[config.mk]
export PLATFORM = sky130hd
export DESIGN_NAME = instr_fetch_unit_flat
export DESIGN_NICKNAME = d
export VERILOG_FILES = /design/src/rtl/fetch_pkg.sv /design/src/rtl/instr_fetch_unit_if.sv /design/src/rtl/fetch_fifo2.sv /design/src/rtl/instr_fetch_unit.sv /design/src/flat_wrapper.sv
export SDC_FILE = /design/constraint.sdc
export NUM_CORES = 1
export LEC_CHECK = 0
export BUFFER_PORTS_ARGS = -buffer_cell sky130_fd_sc_hd__buf_2
export CAP_MARGIN = 25
export CORE_MARGIN = 2
export CORE_UTILIZATION = 39
export DETAILED_ROUTE_END_ITERATION = 10
export PLACE_DENSITY_LB_ADDON = 0.25
export SYNTH_ARGS = -nofsm -noshare
export SYNTH_HDL_FRONTEND = slang
export SYNTH_SLANG_ARGS = --single-unit
[constraint.sdc]
create_clock -name clk -period 3.9 [get_ports clk]
set_clock_uncertainty 0.15 [all_clocks]
set_input_delay 0.39 -clock clk [delete_from_list [all_inputs] [get_ports clk]]
set_output_delay 0.39 -clock clk [all_outputs]
set_load 0.005 [all_outputs]
[src/rtl/fetch_pkg.sv]
// -----------------------------------------------------------------------------
// fetch_pkg
// Shared types and constants for the instruction fetch unit.
//   state_t      : fetch FSM state (BOOT, RUN, HALT)
//   ECALL_INSTR  : encoding that stops fetch
//   DEF_*        : default widths and reset PC used by the fetch blocks
// -----------------------------------------------------------------------------
package fetch_pkg;

    localparam int          DEF_ADDR_W   = 6;
    localparam int          DEF_DATA_W   = 32;
    localparam logic [5:0]  DEF_RESET_PC = 6'h00;

    localparam logic [31:0] ECALL_INSTR  = 32'h0000_0073;

    typedef enum logic [1:0] {
        BOOT = 2'd0,
        RUN  = 2'd1,
        HALT = 2'd2
    } state_t;

endpackage : fetch_pkg

[src/rtl/instr_fetch_unit_if.sv]
// -----------------------------------------------------------------------------
// instr_fetch_unit_if
// Fetch-to-decode handshake bundle.
//   out_valid : fetch -> decode, FIFO head is valid
//   out_ready : decode -> fetch, decode accepts the head
//   out_instr : fetch -> decode, head instruction
//   out_pc    : fetch -> decode, head PC (word address)
//
// Handshake: a transfer happens on a rising clk edge where out_valid and
// out_ready are both 1. While out_valid is 1 and no transfer has happened,
// out_instr/out_pc stay stable unless a redirect or reset flushes the queue.
// out_ready may depend on nothing from fetch; out_valid never depends on
// out_ready.
//
// Modports: master = fetch side, slave = decode side.
// -----------------------------------------------------------------------------
interface instr_fetch_unit_if #(
    parameter int ADDR_W = 6,
    parameter int DATA_W = 32
);
    logic              out_valid;
    logic              out_ready;
    logic [DATA_W-1:0] out_instr;
    logic [ADDR_W-1:0] out_pc;

    modport master (
        output out_valid,
        output out_instr,
        output out_pc,
        input  out_ready
    );

    modport slave (
        input  out_valid,
        input  out_instr,
        input  out_pc,
        output out_ready
    );
endinterface : instr_fetch_unit_if

[src/rtl/fetch_fifo2.sv]
// -----------------------------------------------------------------------------
// fetch_fifo2
// Two-entry FIFO of {pc, instr} pairs. Entry 0 is always the head, so the
// head outputs come straight from registers.
//   clk, rst_n          : clock, asynchronous active-low reset
//   enq, enq_pc/instr   : push (caller guarantees space)
//   deq                 : pop the head (caller guarantees non-empty)
//   flush               : discard all entries; wins over enq/deq
//   head_valid/pc/instr : head entry
//   count               : number of valid entries (0..2)
// -----------------------------------------------------------------------------
module fetch_fifo2 #(
    parameter int ADDR_W = 6,
    parameter int DATA_W = 32
) (
    input  logic              clk,
    input  logic              rst_n,
    input  logic              enq,
    input  logic [ADDR_W-1:0] enq_pc,
    input  logic [DATA_W-1:0] enq_instr,
    input  logic              deq,
    input  logic              flush,
    output logic              head_valid,
    output logic [ADDR_W-1:0] head_pc,
    output logic [DATA_W-1:0] head_instr,
    output logic [1:0]        count
);

    logic [ADDR_W-1:0] head_pc_q,    head_pc_d;
    logic [DATA_W-1:0] head_instr_q, head_instr_d;
    logic [ADDR_W-1:0] tail_pc_q,    tail_pc_d;
    logic [DATA_W-1:0] tail_instr_q, tail_instr_d;
    logic [1:0]        count_q,      count_d;

    always_comb begin
        head_pc_d    = head_pc_q;
        head_instr_d = head_instr_q;
        tail_pc_d    = tail_pc_q;
        tail_instr_d = tail_instr_q;
        count_d      = count_q;

        if (flush) begin
            count_d = 2'd0;
        end else begin
            unique case ({enq, deq})
                2'b10: begin
                    if (count_q == 2'd0) begin
                        head_pc_d    = enq_pc;
                        head_instr_d = enq_instr;
                        count_d      = 2'd1;
                    end else if (count_q == 2'd1) begin
                        tail_pc_d    = enq_pc;
                        tail_instr_d = enq_instr;
                        count_d      = 2'd2;
                    end
                end
                2'b01: begin
                    head_pc_d    = tail_pc_q;
                    head_instr_d = tail_instr_q;
                    count_d      = count_q - 2'd1;
                end
                2'b11: begin
                    // Full: shift tail up, new word becomes tail.
                    // One entry: new word replaces the head directly.
                    if (count_q == 2'd2) begin
                        head_pc_d    = tail_pc_q;
                        head_instr_d = tail_instr_q;
                        tail_pc_d    = enq_pc;
                        tail_instr_d = enq_instr;
                    end else begin
                        head_pc_d    = enq_pc;
                        head_instr_d = enq_instr;
                    end
                end
                default: ;
            endcase
        end
    end

    always_ff @(posedge clk or negedge rst_n) begin
        if (!rst_n) begin
            head_pc_q    <= '0;
            head_instr_q <= '0;
            tail_pc_q    <= '0;
            tail_instr_q <= '0;
            count_q      <= 2'd0;
        end else begin
            head_pc_q    <= head_pc_d;
            head_instr_q <= head_instr_d;
            tail_pc_q    <= tail_pc_d;
            tail_instr_q <= tail_instr_d;
            count_q      <= count_d;
        end
    end

    assign head_valid = (count_q != 2'd0);
    assign head_pc    = head_pc_q;
    assign head_instr = head_instr_q;
    assign count      = count_q;

endmodule : fetch_fifo2

[src/rtl/instr_fetch_unit.sv]
// -----------------------------------------------------------------------------
// instr_fetch_unit
// Owns the PC, reads a combinational instruction memory and queues
// {pc, instr} pairs for decode in a 2-entry FIFO. Supports redirect and
// stops fetching after an ECALL.
//   clk, rst_n      : clock, asynchronous active-low reset
//   imem_addr       : word address to instruction memory (= PC register)
//   imem_data       : instruction at imem_addr, same cycle
//   redirect_valid  : load redirect_addr into the PC this cycle
//   redirect_addr   : new PC
//   out_if          : decode handshake (out_valid/out_ready/out_instr/out_pc)
//   halted          : fetch stopped after ECALL
//   dbg_state       : current FSM state
//   fetch_count     : enqueue counter, saturating (only with FETCH_PERF_EN)
// Optional feature macro: FETCH_PERF_EN
// -----------------------------------------------------------------------------
module instr_fetch_unit
    import fetch_pkg::*;
#(
    parameter int                ADDR_W   = DEF_ADDR_W,
    parameter int                DATA_W   = DEF_DATA_W,
    parameter logic [ADDR_W-1:0] RESET_PC = DEF_RESET_PC
) (
    input  logic                 clk,
    input  logic                 rst_n,
    output logic [ADDR_W-1:0]    imem_addr,
    input  logic [DATA_W-1:0]    imem_data,
    input  logic                 redirect_valid,
    input  logic [ADDR_W-1:0]    redirect_addr,
    instr_fetch_unit_if.master   out_if,
    output logic                 halted,
    output state_t               dbg_state
`ifdef FETCH_PERF_EN
    ,
    output logic [15:0]          fetch_count
`endif
);

    state_t            state_q, state_d;
    logic [ADDR_W-1:0] pc_q,    pc_d;

    logic              enq;
    logic              deq;
    logic              flush;
    logic              space;
    logic              head_valid;
    logic [1:0]        count;

    assign deq   = head_valid && out_if.out_ready;
    // A pop in the same cycle frees a slot, so a full FIFO can still accept.
    assign space = (count != 2'd2) || deq;

    always_comb begin
        state_d = state_q;
        pc_d    = pc_q;
        enq     = 1'b0;
        flush   = 1'b0;

        unique case (state_q)
            BOOT: begin
                // Redirect is ignored until the first post-reset edge.
                state_d = RUN;
            end
            RUN, HALT: begin
                if (redirect_valid) begin
                    flush   = 1'b1;
                    pc_d    = redirect_addr;
                    state_d = RUN;
                end else if (state_q == RUN && space) begin
                    enq  = 1'b1;
                    pc_d = pc_q + 1'b1;
                    if (imem_data == ECALL_INSTR) begin
                        state_d = HALT;
                    end
                end
            end
            default: state_d = BOOT;
        endcase
    end

    always_ff @(posedge clk or negedge rst_n) begin
        if (!rst_n) begin
            state_q <= BOOT;
            pc_q    <= RESET_PC;
        end else begin
            state_q <= state_d;
            pc_q    <= pc_d;
        end
    end

    fetch_fifo2 #(
        .ADDR_W (ADDR_W),
        .DATA_W (DATA_W)
    ) u_fifo (
        .clk        (clk),
        .rst_n      (rst_n),
        .enq        (enq),
        .enq_pc     (pc_q),
        .enq_instr  (imem_data),
        .deq        (deq),
        .flush      (flush),
        .head_valid (head_valid),
        .head_pc    (out_if.out_pc),
        .head_instr (out_if.out_instr),
        .count      (count)
    );

    assign out_if.out_valid = head_valid;
    assign imem_addr        = pc_q;
    assign halted           = (state_q == HALT);
    assign dbg_state        = state_q;

`ifdef FETCH_PERF_EN
    logic [15:0] fetch_count_q, fetch_count_d;

    always_comb begin
        fetch_count_d = fetch_count_q;
        if (enq && fetch_count_q != 16'hFFFF) begin
            fetch_count_d = fetch_count_q + 16'd1;
        end
    end

    always_ff @(posedge clk or negedge rst_n) begin
        if (!rst_n) begin
            fetch_count_q <= 16'd0;
        end else begin
            fetch_count_q <= fetch_count_d;
        end
    end

    assign fetch_count = fetch_count_q;
`endif

endmodule : instr_fetch_unit
[src/flat_wrapper.sv]
// flat-port wrapper written by rule: the top's interface ports become plain ports
module instr_fetch_unit_flat import fetch_pkg::*;
#(
    parameter int                ADDR_W   = DEF_ADDR_W,
    parameter int                DATA_W   = DEF_DATA_W,
    parameter logic [ADDR_W-1:0] RESET_PC = DEF_RESET_PC
)
  (clk, rst_n, imem_addr, imem_data, redirect_valid, redirect_addr, halted, dbg_state, out_if_out_valid, out_if_out_instr, out_if_out_pc, out_if_out_ready);
  instr_fetch_unit_if #(.ADDR_W(ADDR_W), .DATA_W(DATA_W)) out_if_i ();
  input  logic clk;
  input  logic rst_n;
  output logic [ADDR_W-1:0] imem_addr;
  input  logic [DATA_W-1:0] imem_data;
  input  logic redirect_valid;
  input  logic [ADDR_W-1:0] redirect_addr;
  output logic halted;
  output state_t dbg_state;
  output wire logic [$bits(out_if_i.out_valid)-1:0] out_if_out_valid;
  output wire logic [$bits(out_if_i.out_instr)-1:0] out_if_out_instr;
  output wire logic [$bits(out_if_i.out_pc)-1:0] out_if_out_pc;
  input wire logic [$bits(out_if_i.out_ready)-1:0] out_if_out_ready;
  assign out_if_out_valid = out_if_i.out_valid;
  assign out_if_out_instr = out_if_i.out_instr;
  assign out_if_out_pc = out_if_i.out_pc;
  assign out_if_i.out_ready = out_if_out_ready;
  instr_fetch_unit #(.ADDR_W(ADDR_W), .DATA_W(DATA_W), .RESET_PC(RESET_PC)) u_core (.clk(clk), .rst_n(rst_n), .imem_addr(imem_addr), .imem_data(imem_data), .redirect_valid(redirect_valid), .redirect_addr(redirect_addr), .out_if(out_if_i), .halted(halted), .dbg_state(dbg_state));
endmodule
Word level (Yosys, flattened, before mapping)
Cells that the tools add are included.
{"block": "totals", "register_bits": 86, "out_inout_bits": 48, "elab_cells": 71}
{"block": "op_classes", "n_addsub": 2, "eq_ne": 16, "muxes": 29, "n_bitwise": 1, "reduce_logical": 16}
{"op": "$mux W32", "n": 5}
{"op": "$pmux W32 S3", "n": 1}
{"op": "$pmux W32 S2", "n": 1}
{"op": "$mux W6", "n": 7}
{"op": "$eq A32 B7 Y1 const B", "n": 1}
{"op": "$pmux W6 S3", "n": 1}
{"op": "$mux W2", "n": 6}
{"op": "$pmux W6 S2", "n": 1}
{"op": "$ne A2 B2 Y1 const B", "n": 5}
{"op": "$eq A2 B2 Y1 const B", "n": 4}
{"op": "$pmux W2 S2", "n": 2}
{"op": "$add A6 B1 Y6 const B", "n": 1}
{"op": "$eq A2 B1 Y1 const B", "n": 3}
{"op": "$ne A3 B2 Y1 const B", "n": 2}
{"op": "$reduce_and A2 Y1", "n": 3}
{"op": "$reduce_bool A2 Y1", "n": 3}
{"op": "$reduce_bool A3 Y1", "n": 2}
{"op": "$mux W1", "n": 5}
{"op": "$reduce_and A5 Y1", "n": 1}
{"op": "$logic_not A2 Y1", "n": 2}
{"op": "$ne A4 B3 Y1 const B", "n": 1}
{"op": "$reduce_and A3 Y1", "n": 1}
{"op": "$logic_and A1 B1 Y1", "n": 2}
{"op": "$reduce_or A2 Y1", "n": 1}
{"op": "3 further kinds", "n": 3}

Longest topological paths before layout
Gate-level depths: netlist (run 1).
{"block": "depth", "ltp_word": 10, "ltp_mapped": 14}

Modules after synthesis
Synthesis (run 1) repeated with hierarchy kept, for this count alone.
{"block": "hier_totals", "hier_cells": 398, "area_unflattened_um2": 4289.1}
{"mod": "fetch_fifo2", "n_inst": 1, "cells_per_inst": 326, "area_per_inst_um2": 3629.7}
{"mod": "instr_fetch_unit", "n_inst": 1, "cells_per_inst": 72, "area_per_inst_um2": 659.4}

Worst setup path before layout (run 1)
OpenSTA, ideal clock, no wires.
{"block": "synth_timing", "path_kind": "register to register", "start": "register u_core.u_fifo.count_q[0], in the netlist u_core.u_fifo.count[0]", "end": "register u_core.u_fifo.tail_pc_q[0]", "setup_ps": 128, "arrival_ps": 2497, "required_ps": 3622, "slack_ps": 1125, "path_stages_with_launch": 14, "path_buffers": 2, "period_less_slack_ps": 2775, "cell_sequence": "dfrtp_1 -> inv_1 -> ha_1 -> nor2b_4 -> inv_2 -> a21oi_1 -> nand2_1 -> inv_1 -> ha_1 -> mux2i_1 -> a211oi_2 -> buf_4 -> buf_6 -> mux2_1"}
{"block": "synth_between", "elab_chain_cells": 10, "word_cells_on_any_way": 19, "classes_between": "eq/ne: 8; mux: 4; reduce/logical: 7"}
{"item": "from (decl)", "line_no": "fetch_fifo2.sv:33", "rtl": "logic [1:0] count_q, count_d;"}
{"item": "from (signal assigned)", "line_no": "fetch_fifo2.sv:92", "rtl": "count_q <= count_d;"}
{"item": "$reduce_bool A2 Y1", "line_no": "fetch_fifo2.sv:96", "rtl": "assign head_valid = (count_q != 2'd0);"}
{"item": "$logic_and A1 B1 Y1", "line_no": "instr_fetch_unit.sv:49", "rtl": "assign deq = head_valid && out_if.out_ready;"}
{"item": "$logic_or A1 B1 Y1", "line_no": "instr_fetch_unit.sv:51", "rtl": "assign space = (count != 2'd2) || deq;"}
{"item": "$logic_and A1 B1 Y1", "line_no": "instr_fetch_unit.sv:69", "rtl": "end else if (state_q == RUN && space) begin"}
{"item": "$mux W1", "line_no": "instr_fetch_unit.sv:69"}
{"item": "$mux W1", "line_no": "instr_fetch_unit.sv:65", "rtl": "if (redirect_valid) begin"}
{"item": "$mux W1", "line_no": "instr_fetch_unit.sv:59", "rtl": "unique case (state_q)"}
{"item": "$eq A2 B2 Y1", "line_no": "fetch_fifo2.sv:45", "rtl": "unique case ({enq, deq})"}
{"item": "$ne A2 B2 Y1 (no source line) / $reduce_bool A2 Y1 (equally long branches)"}
{"item": "$reduce_and A5 Y1 (no source line)"}
{"item": "to (signal assigned)", "line_no": "fetch_fifo2.sv:90", "rtl": "tail_pc_q <= tail_pc_d;"}
{"item": "to (decl)", "line_no": "fetch_fifo2.sv:31", "rtl": "logic [ADDR_W-1:0] tail_pc_q, tail_pc_d;"}
Several ways; a longest one is shown, not always the timed one.
A chain may end at the register's enable or synchronous reset.

Final worst setup path (run 1)
{"block": "layout_timing", "start": "register u_core.state_q[1], in the netlist u_core.dbg_state[1]", "end": "register u_core.u_fifo.tail_instr_q[0]"}
{"block": "layout_between", "elab_chain_cells": 8, "word_cells_on_any_way": 17, "classes_between": "eq/ne: 7; mux: 5; bitwise: 1; reduce/logical: 4"}
{"item": "from (decl)", "line_no": "instr_fetch_unit.sv:39", "rtl": "state_t state_q, state_d;"}
{"item": "from (signal assigned)", "line_no": "instr_fetch_unit.sv:86", "rtl": "state_q <= state_d;"}
{"item": "$eq A2 B1 Y1", "line_no": "instr_fetch_unit.sv:59, instr_fetch_unit.sv:69"}
{"item": "$logic_and A1 B1 Y1", "line_no": "instr_fetch_unit.sv:69"}
{"item": "$mux W1", "line_no": "instr_fetch_unit.sv:69"}
{"item": "$mux W1", "line_no": "instr_fetch_unit.sv:65"}
{"item": "$mux W1", "line_no": "instr_fetch_unit.sv:59"}
{"item": "$eq A2 B2 Y1", "line_no": "fetch_fifo2.sv:45"}
{"item": "$ne A2 B2 Y1 (no source line) / $reduce_bool A2 Y1 (equally long branches)"}
{"item": "$reduce_and A5 Y1 (no source line)"}
{"item": "to (signal assigned)", "line_no": "fetch_fifo2.sv:91", "rtl": "tail_instr_q <= tail_instr_d;"}
{"item": "to (decl)", "line_no": "fetch_fifo2.sv:32", "rtl": "logic [DATA_W-1:0] tail_instr_q, tail_instr_d;"}
Several ways; a longest one is shown, not always the timed one.

==> flow_summary_export.csv, run 1 <==
group,metric,value,unit
timing,worst_pin_slew,774,ps
die,fp.dieH,105,um
timing,setup_viol,0,
clock_network,tritoncts.num_buffers,9,
critical_path,r2r-start,"u_core.dbg_state[1]",
timing,rsz0062_at_grt,"false",
cells_and_area,antennaDiodeCount,0,
worst_hold_path,min-delay-start,"redirect_addr[2]",
run_status,status,"finished clean",
cells_and_area,drive_above_1_share,30.7,%
grt,grt.overflow.total,0,
clock_network,htreeDepth,3,
die,top_level_ports,90,
grt,antenna_found_initial,0,
yosys,seq_area_frac_synth,53.7,%
detailed_routing,num_vias,2989,
clock_network,insertion_delay,340,ps
die,die_w,105,um
timing,fin_crit_sh,80.4,%
power,p_leak,2.15,nW
critical_path,cp-start-kind,"register",
placement,pre_cts_ws,745,ps
yosys,avgSynthCellArea,11.4,um2
critical_path,arrival,3220,ps
detailed_routing,first_iter_violations,157,
die,initial_core_util,40.6,%
worst_hold_path,hold_path_depth,3,
clock_network,clockBufferDepth,2,
critical_path,cp_data_required_time,3980,ps
placement,place.gp.congestion,0.800,
placement,hpwl,6.35,mm
grt,grt_max_degree,63,
clock_network,cts_sinks,86,
cells_and_area,final_cell_area,0.00476,mm2
yosys,synth_cells,351,
yosys,netlist_area,0.00401,mm2
detailed_routing,wire_per_inst,15.7,um
job,maxCapViolCount,0,
critical_path,r2r_cells,10,
detailed_routing,first_pass_iters,4,
critical_path,r2r_setup_slack,770,ps
critical_path,worst-path-max-fanout,21,
worst_hold_path,hp-class,"in -> reg",
timing,min_period,3130,ps
detailed_routing,avgViaCountPerCell,5.19,
grt,grt_usage,16.9,%
grt,grt_pass1_vias,2984,
critical_path,r2r_end,"u_core.u_fifo.tail_instr_q[0]",
critical_path,critical_path_class,"reg -> reg",
timing,setup_slack,765,ps
grt,grt_pass1_wl,15.1,mm
die,rows,36,
cells_and_area,fin_nets,492,
die,core_area,0.00986,mm2
power,p_per_area,782,mW/mm2
yosys,yosysUniqueCellTypes,37,
clock_network,root_buffer,"clkbuf_8",
yosys,ys_ff_latch,86,
timing,finalHoldViolations,0,
timing,fin_setup_tns,0,ps
detailed_routing,drc,0,
detailed_routing,wl,9.03,mm
yosys,syn_nets,405,
power,ir_worst_vdd,0.000304,V
timing,fmax,0.319,GHz
worst_hold_path,hold_end,"u_core.imem_addr[2]",
clock_network,clkSlewWorstSetupHoldPaths,90,ps
die,fp.dieArea,0.0111,mm2
detailed_routing,antenna_left,0,
placement,port_buffers,89,
yosys,ys_warn_count,0,
timing,slew_headroom,48.4,%
timing,slew_viol_final,0,
cells_and_area,area_growth,18.8,%
critical_path,cp-end-kind,"register",
clock_network,cts_tree,"yes",
timing,holdWs,119,ps
placement,dpl_cell_area,0.00458,mm2
[flip-flops by register name, indices dropped and copies added (netlist names)]
| register | count |
|---|---|
| u_core.dbg_state | 2 |
| u_core.imem_addr | 6 |
| u_core.u_fifo.count | 2 |
| u_core.u_fifo.head_instr | 32 |
| u_core.u_fifo.head_pc | 6 |
| u_core.u_fifo.tail_instr_q | 32 |
| u_core.u_fifo.tail_pc_q | 6 |
[logic make-up after synthesis]
group           Yosys count  synth area share [%]
simple gates             68                  8.09
fa+ha+maj                12                  3.75
compound gates          104                  16.9
flops                    86                  53.7
mux                      48                  13.2
buf+inv                  33                  4.37
[cells in the final DEF (no fill, tap or decap), types with 9 or more instances in the layout]
cell      synthesis  layout
buf_2            11      88
mux2i_1          10      10
clkbuf_8          0       9
dfrtp_1          86      86
mux2_1           20      20
a21oi_1          47      47
a22oi_1          38      38
nor2_1           41      40
mux2_2           18      18
ha_1             12      12
inv_1            10      10
[power breakdown]
| part | switching (mW) | leakage [nW] | internal [mW] |
|---|---|---|---|
| Clock | 0.326 | 0.0751 | 0.235 |
| Sequential | 0.273 | 1.00 | 1.35 |
| Combinational | 0.815 | 1.08 | 0.729 |
| Total | 1.41 | 2.15 | 2.31 |
[layer usage]
metal	up-vias	wire length (um)	track usage [%]
met3	9	407	2.78
li1	1450	-	-
met1	1452	4420	24.6
met5	-	0	0
met2	78	4130	26.1
met4	0	68	4.86
[how the worst max path moves through the flow]
| stage | from | end | cells after the start |
|---|---|---|---|
| 6_report | u_core.dbg_state[1] | u_core.u_fifo.tail_instr_q[0] | 10 |
| 5_1_grt | u_core.u_fifo.count[0] | u_core.u_fifo.tail_pc_q[4] | 12 |
| 4_1_cts | u_core.dbg_state[1] | u_core.u_fifo.tail_instr_q[0] | 10 |
| 3_5_place_dp | u_core.dbg_state[1] | u_core.u_fifo.tail_instr_q[12] | 10 |
| 3_3_place_gp | u_core.dbg_state[1] | u_core.u_fifo.tail_instr_q[6] | 10 |
| 2_1_floorplan | u_core.u_fifo.count[0] | u_core.u_fifo.tail_pc_q[0] | 13 |
[final cells by class]
| type | count | area, um2 |
|---|---|---|
| clock buffers | 10 | 128 |
| clock inverters | 6 | 47.5 |
| fillers | 935 | 5100 |
| inverters | 11 | 41.3 |
| multi-input cells | 232 | 1700 |
| flip-flops and latches | 86 | 2150 |
| well taps | 133 | 166 |
| repair buffers | 98 | 531 |
[worst max-delay path, cell delays in order (launching register included)]
cell and delay [ps]:
dfrtp_1 420, inv_1 90, ha_1 530, nor2b_1 290, nand2_1 140, inv_1 100
ha_1 220, mux2i_1 130, a211oi_4 250, buf_4 330, mux2_2 370
[through the flow]
stage / total power, mW / instances / utilization [%]
6_report: 3.72 / 576 / 48.3
5_1_grt: 4.06 / 576 / 48.3
4_1_cts: 3.77 / 576 / 48.3
3_5_place_dp: 3.20 / 559 / 46.4
3_3_place_gp: 3.15 / 559 / 46.4
2_1_floorplan: 2.65 / 351 / -
[cell usage after synthesis (all sizes together)]
master	instances	area, um2
dfrtp	86	2150
a21oi	47	235
nor2	41	154
a22oi	38	285
mux2	38	428
buf	20	126
ha	12	150
inv	11	41.3
mux2i	10	100
nand2	7	26.3
o22ai	6	37.5
nor2b	5	38.8
nor4	5	31.3
a211oi	3	27.5
and2	2	12.5
clkbuf	2	7.51
nand4	2	12.5
nor3	2	15.0
nor4bb	2	20.0
o211ai	2	15.0
o21ai	2	10.0
a2111oi	1	27.5
a21o	1	7.51
nand3	1	5.00
nor4b	1	8.76
o2111ai	1	8.76
o21a	1	7.51
o21bai	1	7.51
o31ai	1	7.51
[timing repair]
| item | 4_1_cts | 5_1_grt |
|---|---|---|
| endpoints found under the hold margin | 43 | 0 |
| buffers inserted | 0 | 0 |
| gates resized for setup | 0 | 0 |
| hold buffers | 1 | 0 |
(Power assumes the default switching activity.)
==> run 2, diff against run 1 <==
Clock period 3.9 ns to 3.24 ns, I/O delays scaled along.
==> run 2 against run 1 <==
  * Fmax grew 3.0%
  * Cell count grew 1.4%
  * Critical path depth grew 3
  * Via count grew 4.0%
  * Sequential power grew 21%
  * Sequential share of layout area shrank 1.2 points
  * Design area grew 2.8%
  * Non-clock buffer count grew 7
  * First-iteration DRC count shrank 1.9%
  * Largest power group unchanged
  * Highest routed layer unchanged
==> flow_summary_export.csv, run 2 (synthesis results as in run 1) <==
group,metric,value,unit
critical_path,crit_buf_inv,5,
cells_and_area,antennaDiodeCount,0,
timing,setup_viol,0,
critical_path,cp-start-kind,"register",
timing,slew_headroom,40.3,%
power,p_total,4.75,mW
cells_and_area,final_cell_mix,"buf_2 (88), dfrtp_1 (86), a21oi_1 (47)",
cells_and_area,instances_no_fill,584,
timing,fmax,0.329,GHz
grt,grt.overflow.total,0,
critical_path,cp-end-kind,"register",
placement,hpwl,6.63,mm
detailed_routing,avgViaCountPerCell,5.32,
clock_network,clkSlewWorstSetupHoldPaths,90,ps
clock_network,clockBufferDepth,2,
clock_network,cts_tree,"yes",
critical_path,arrival,3130,ps
run_status,status,"finished clean",
critical_path,worst-path-max-fanout,21,
detailed_routing,first_iter_violations,154,
power,p_per_area,970,mW/mm2
power,p_leak,2.22,nW
clock_network,tritoncts.num_buffers,9,
detailed_routing,num_vias,3108,
timing,holdWs,48.3,ps
die,fp.dieArea,0.0111,mm2
grt,grt_usage,17.5,%
job,maxCapViolCount,0,
detailed_routing,wl,9.60,mm
die,initial_core_util,40.6,%
die,rows,36,
critical_path,critical_path_class,"reg -> reg",
clock_network,root_buffer,"clkbuf_8",
critical_path,cp_data_required_time,3330,ps
timing,fin_crit_sh,93.9,%
grt,grt_max_degree,66,
worst_hold_path,hp-class,"in -> reg",
cells_and_area,fill_cells,917,
detailed_routing,drc,0,
grt,grt_pass1_wl,15.5,mm
timing,finalHoldViolations,0,
clock_network,insertion_delay,350,ps
timing,min_period,3040,ps
clock_network,postCtsSetupBuffers,0,
timing,fin_setup_tns,0,ps
die,die_w,105,um
cells_and_area,drive_above_1_share,32.2,%
critical_path,path_depth,13,
cells_and_area,area_growth,22.2,%
clock_network,cts_resized,0,
power,ir_worst_vdd,0.000515,V
cells_and_area,fin_nets,500,
critical_path,r2r_cells,13,
placement,dp.cells,566,
cells_and_area,final_common_cell,"buf_2",
timing,slew_viol_final,0,
clock_network,htreeDepth,3,
die,core_area,0.00986,mm2
worst_hold_path,hold_path_depth,3,
timing,worst_pin_slew,890,ps
detailed_routing,first_pass_iters,4,
detailed_routing,antenna_left,0,
critical_path,critPathMaxStageDelay,380,ps
die,top_level_ports,90,
grt,grt_pass1_vias,3053,
critical_path,cpLargestDelayFamily,"buffers and inverters",
grt,antenna_found_initial,0,
placement,place.gp.congestion,0.782,
die,fp.dieH,105,um
detailed_routing,wire_per_inst,16.4,um
critical_path,cpMaxStageDelayCell,"dfrtp_1",
placement,port_buffers,89,
critical_path,crit_chain,"inv_1 > ha_1 > nor2b_4 > inv_2 > a21oi_1 > nand2_1 > inv_1 > ha_1 > buf_4 > mux2i_1 > a211oi_4 > buf_12 > mux2_2",
clock_network,cts_sinks,86,
timing,rsz0062_at_grt,"false",
run 2: cell types whose count changed in the layout (fill, tap and decap cells not counted), sizes merged:
cell,change
clkinvlp,-2
bufinv,+2
nor3,+1
clkinv,+1
buf,+7
clkbuf,-1
run 2: worst paths after layout:
kind / from / end / slack (ps)
worst max-delay path: u_core.u_fifo.count[0] / u_core.u_fifo.tail_instr_q[5] / 200
worst min-delay path: redirect_addr[2] / u_core.imem_addr[2] / 50
worst max register to register: u_core.u_fifo.count[0] / u_core.u_fifo.tail_instr_q[5] / 200
worst min register to register: u_core.u_fifo.tail_pc_q[1] / u_core.u_fifo.tail_pc_q[1] / 340
max in group asynchronous: rst_n / u_core.u_fifo.tail_instr_q[9] / 1770
min in group asynchronous: rst_n / u_core.u_fifo.head_instr[24] / 460
run 2: layer usage:
metal / GRT usage (%) / share of wire (%) / vias up
met3: 3.53 / 5.2 / 6
met5: 0 / 0 / -
li1: - / - / 1479
met4: 4.10 / 0.81 / 0
met1: 24.0 / 47 / 1533
met2: 28.7 / 47 / 90
run 2: metrics by stage:
step           util (%)  setup WS (ps)  area [um2]
6_report           49.6            197        4890
5_1_grt            49.6           4.77        4890
4_1_cts            49.5           60.9        4880
3_5_place_dp       47.2           91.8        4650
3_3_place_gp       47.2            261        4650
2_1_floorplan         -            465        4010
run 2: where the power goes:
part / leakage [nW] / internal (mW) / switching (mW) / total (mW)
registers: 1.00 / 1.62 / 0.342 / 1.96
logic: 1.12 / 0.930 / 1.02 / 1.95
clock network: 0.106 / 0.437 / 0.400 / 0.837
run 2: worst register-to-register path: cells and delay by family, from the launching register on:
family / cells / cell delay (ps)
simple gates: 2 / 350
mux: 2 / 460
fa+ha+maj: 2 / 450
buf+inv: 5 / 590
flops: 1 / 380
compound gates: 2 / 550
run 2: cell type report:
| cell class | count | area [um2] | area share [%] |
|---|---|---|---|
| Sequential cell | 86 | 2150 | 44.0 |
| Timing Repair Buffer | 105 | 608 | 12.4 |
| Inverter | 11 | 41.3 | 0.844 |
| Tap cell | 133 | 166 | 3.40 |
| Multi-Input combinational cell | 233 | 1710 | 34.8 |
| Clock inverter | 7 | 97.6 | 1.99 |
| Clock buffer | 9 | 124 | 2.53 |
run 2: timing repair:
action,CTS,global route
endpoints found under the hold margin,63,0
hold buffers,1,0
endpoints found under the setup margin,0,24
